### src/rtl/alu_mp_sequencer.sv
// alu_mp_sequencer: chains NBYTES-wide add/sub through an external 8-bit alua, one byte per cycle LSB first.
// Carry/borrow is threaded between bytes; C/V come from the top byte, Z from the assembled result.
module alu_mp_sequencer #(
   parameter int NBYTES = 2,
   localparam int W = 8*NBYTES
) (
   input  logic         clk,
   input  logic         rst,
   input  logic         start,
   input  logic         sub,
   input  logic         use_cin,
   input  logic         cin_in,
   input  logic [W-1:0] opa,
   input  logic [W-1:0] opb,
   output logic         busy,
   output logic         done,
   output logic [W-1:0] result,
   output logic         c_flag,
   output logic         v_flag,
   output logic         z_flag,
   output logic [7:0]   alu_a,
   output logic [7:0]   alu_b,
   output logic [1:0]   alu_sel,
   output logic         alu_cin,
   input  logic [7:0]   alu_out,
   input  logic         alu_cout,
   input  logic         alu_vout
);
   localparam int IW = NBYTES > 1 ? $clog2(NBYTES) : 1;
   localparam logic [1:0] S_IDLE = 2'd0, S_RUN = 2'd1, S_DONE = 2'd2;
   logic [1:0]    r_state;
   logic [IW-1:0] r_idx;
   logic [W-1:0]  r_opa, r_opb, w_res_next;
   logic          r_sub, r_use_cin, r_cin, r_carry;
   logic          w_run, w_first, w_last;
   assign w_run   = r_state == S_RUN;
   assign w_first = r_idx == '0;
   assign w_last  = r_idx == IW'(NBYTES-1);
   assign busy    = w_run;
   assign done    = r_state == S_DONE;
   assign alu_a   = w_run ? r_opa[8*int'(r_idx) +: 8] : 8'h00;
   assign alu_b   = w_run ? r_opb[8*int'(r_idx) +: 8] : 8'h00;
   // byte 0 honours use_cin; higher bytes always chain the previous byte's carry/borrow
   assign alu_sel = w_run ? {r_sub, w_first ? r_use_cin : 1'b1} : 2'b00;
   assign alu_cin = w_run & (w_first ? r_cin : r_carry);
   always_comb begin
      w_res_next = result;
      w_res_next[8*int'(r_idx) +: 8] = alu_out;
   end
   always_ff @(posedge clk or posedge rst) begin
      if (rst) begin
         r_state   <= S_IDLE;
         r_idx     <= '0;
         r_opa     <= '0;
         r_opb     <= '0;
         r_sub     <= 1'b0;
         r_use_cin <= 1'b0;
         r_cin     <= 1'b0;
         r_carry   <= 1'b0;
         result    <= '0;
         c_flag    <= 1'b0;
         v_flag    <= 1'b0;
         z_flag    <= 1'b0;
      end else if (r_state == S_IDLE && start) begin
         r_state   <= S_RUN;
         r_idx     <= '0;
         r_opa     <= opa;
         r_opb     <= opb;
         r_sub     <= sub;
         r_use_cin <= use_cin;
         r_cin     <= cin_in;
         result    <= '0;
         c_flag    <= 1'b0;
         v_flag    <= 1'b0;
         z_flag    <= 1'b0;
      end else if (w_run) begin
         result  <= w_res_next;
         r_carry <= alu_cout;
         r_idx   <= w_last ? r_idx : r_idx + 1'b1;
         if (w_last) begin
            r_state <= S_DONE;
            c_flag  <= alu_cout;
            v_flag  <= alu_vout;
            z_flag  <= w_res_next == '0;
         end
      end else if (done) begin
         r_state <= S_IDLE;
      end
   end
endmodule

### config.mk
export PLATFORM = sky130hd
export DESIGN_NAME = alu_mp_sequencer
export DESIGN_NICKNAME = d
export VERILOG_FILES = /design/src/rtl/alu_mp_sequencer.sv
export SDC_FILE = /design/constraint.sdc
export NUM_CORES = 1
export LEC_CHECK = 0
export ABC_AREA = 1
export CAP_MARGIN = 30
export CORE_ASPECT_RATIO = 2
export CORE_UTILIZATION = 40
export DETAILED_ROUTE_END_ITERATION = 10
export GPL_ROUTABILITY_DRIVEN = 0
export PLACE_DENSITY_LB_ADDON = 0.15
export SLEW_MARGIN = 20
export SYNTH_ARGS = -nofsm -noshare
export SYNTH_HDL_FRONTEND = slang
export SYNTH_SLANG_ARGS = --single-unit
### constraint.sdc
create_clock -name clk -period 4.7 [get_ports clk]
set_clock_uncertainty 0.15 [all_clocks]
set_input_delay 0.705 -clock clk [delete_from_list [all_inputs] [get_ports clk]]
set_output_delay 0.705 -clock clk [all_outputs]
set_load 0.05 [all_outputs]
==> results.toml <==
[status]
status = "completed"

[floorplan]
die-area_um2 = 7240
die_h_um = 119
fp.dieW_um = 60.7
num_io_pins = 88
rows = 42
initial_utilization_pct = 41.6
core-area_um2 = 6620

[clock_tree]
clkLatencyLatePin_ns = 0.32
clockBufferDepth = 2
cts_tree = "done"
cts-htree-levels = 3
clk_pin_slew_ns = 0.05
cts.repair.resized = 0
cts_hold_buf = 0
postCtsSetupBuffers = 0
cts_root_buf = "clkbuf_16"
cts_buffers = 9
cts_sinks = 58

[detailed_routing]
drc = 0
drt_first_pass_iters = 5
wire_per_inst_um = 13.5
vias = 2578
drt_iter0_drc = 126
drtAntennaViolNets = 0
viasPerCell = 4.88
routed_wl_mm = 7.15

[place]
hpwl_mm = 4.98
place_ws_ns = 1.09
port_buffers = 87

[timing]
final.setup.tns_ns = 0
layout_setup_ws_ns = 0.782
fmax_mhz = 255
slew-limit-headroom_pct = 50.5
finalCriticalPeriod_ns = 3.92
tightestPinTransition_ns = 0.743
grt_setup_unrepaired = "false"
finalHoldViolations = 0
setup_viol = 0
fin_crit_sh_pct = 83.4
finalMaxSlewViolations = 0

[synthesis]
synth.yosys.seq_area_share_pct = 52.7
synth.top_cells.by_count = "nand2_1 (163), dfrtp_1 (58), nand3_1 (39), inv_1 (23), o21ai_0 (17)"
ys_ff_latch = 58
synthFlopType = "dfrtp_1"
synth_most_common_cell = "nand2_1"
synth-edff-count = 0
syn-mean-instance-area_um2 = 7.76
yosys_warnings = 0
ys_top_cells_by_area = "dfrtp_1 (53%), nand2_1 (22%), nand3_1 (7.1%)"
synth_fp_nets = 407
yosys.cell_types.count = 18
synth_cells = 355
syn-cell-area_um2 = 2750
yosysTopAreaCell = "dfrtp_1"
synthArstFlopShare_pct = 100
synth_top_area_share_pct = 52.7

[power_and_ir_drop]
leakagePower_nw = 1.98
powerDensity_nw_per_um2 = 287
finalPower_mw = 1.12
ir_worst_vdd_v = 0.000249

[worst_setup_path]
cp-start-kind = "flip-flop"
path_max_fanout = 25
worstPathRequired_ns = 3.85
critical_path_arrival_ns = 3.06
startpoint = "r_idx"
crit_path_end_kind = "primary output"
crit_type = "reg -> out"
reg2reg_from = "r_idx"

[global_route]
grt_max_degree = 45
grt_usage_pct = 22.3
grt_pass1_vias = 2535
grt_pass1_wl_mm = 11.9
antenna_found_initial = 0
grt_overflow_total = 0

[hold_path]
hold_path_class = "reg -> reg"
hp-start = "r_opa[3]"

[job]
maxCapViolations = 0

[final_layout]
syn2layout_area_growth_pct = 41.7
layout.nets = 489
antenna_cells = 0
drive_above_1_share_pct = 4.32
fin_util_pct = 58.9
[routing by layer]
layer | GRT usage (%) | vias to the layer above | routed length [um]
li1 | - | 1278 | -
met1 | 27.2 | 1199 | 2780
met2 | 36.7 | 86 | 3880
met3 | 4.13 | 15 | 292
met4 | 10.1 | 0 | 191
met5 | 0 | - | 0
[layout by cell type, fill, tap and decap left out, drive strengths merged]
master / count
dfrtp: 58
o21ai: 28
ha: 4
clkbuf: 14
inv: 26
a21oi: 2
clkdlybuf4s50: 87
nand3: 39
nand2: 164
o22ai: 8
nor2: 7
buf: 3
[layout make-up]
type                            instances  area (um^2)
Fill cell                             636         2720
Sequential cell                        58         1450
Multi-Input combinational cell        252         1090
Timing Repair Buffer                   90          893
Clock buffer                           14          254
Tap cell                               88          110
Inverter                               26          100
[flip-flops by register name (all words and copies together) (netlist names)]
register   cells
result        16
v_flag         1
r_cin          1
r_sub          1
c_flag         1
r_idx          1
r_state        2
z_flag         1
r_carry        1
r_use_cin      1
r_opa         16
r_opb         16
[final timing paths]
check | end | slack (ns) | depth (start not counted)
max in group asynchronous | r_opa[13] | 3.00 | 3
worst max-delay path | alu_b[0] | 0.78 | 5
worst max register to register | z_flag | 2.25 | 6
worst min-delay path | r_opa[3] | 0.32 | 2
min in group asynchronous | r_opb[0] | 0.53 | 2
worst min register to register | r_opa[3] | 0.32 | 2
[power by group]
part / switching [mW] / internal, mW
sequential: 0 / 0.501
combinational: 0.0201 / 0.0366
clock: 0.197 / 0.364
[cell families after synthesis]
group / synth area share (%)
AOI/OAI and AO/OA: 7.41
DFF: 52.7
buffers and inverters: 7.59
and+or+nand+nor: 30.5
adders and majority gates: 1.82
[critical path: stages (launching register included)]
cell and delay (ns):
dfrtp_1 0.82, nand2_1 0.43, inv_1 0.50, nand2_1 0.08, o21ai_0 0.09, clkdlybuf4s50_1 0.82
[per-stage QoR]
step / area, um^2 / hold WS, ns / instances
CTS: 3900 / 0.329 / 528
detailed placement: 3650 / 0.315 / 514
global route: 3900 / 0.334 / 528
global placement: 3650 / 0.313 / 514
finish: 3900 / 0.322 / 528
floorplan: 2750 / 0.299 / 355
Note: power is estimated with default switching activity, not from simulation.
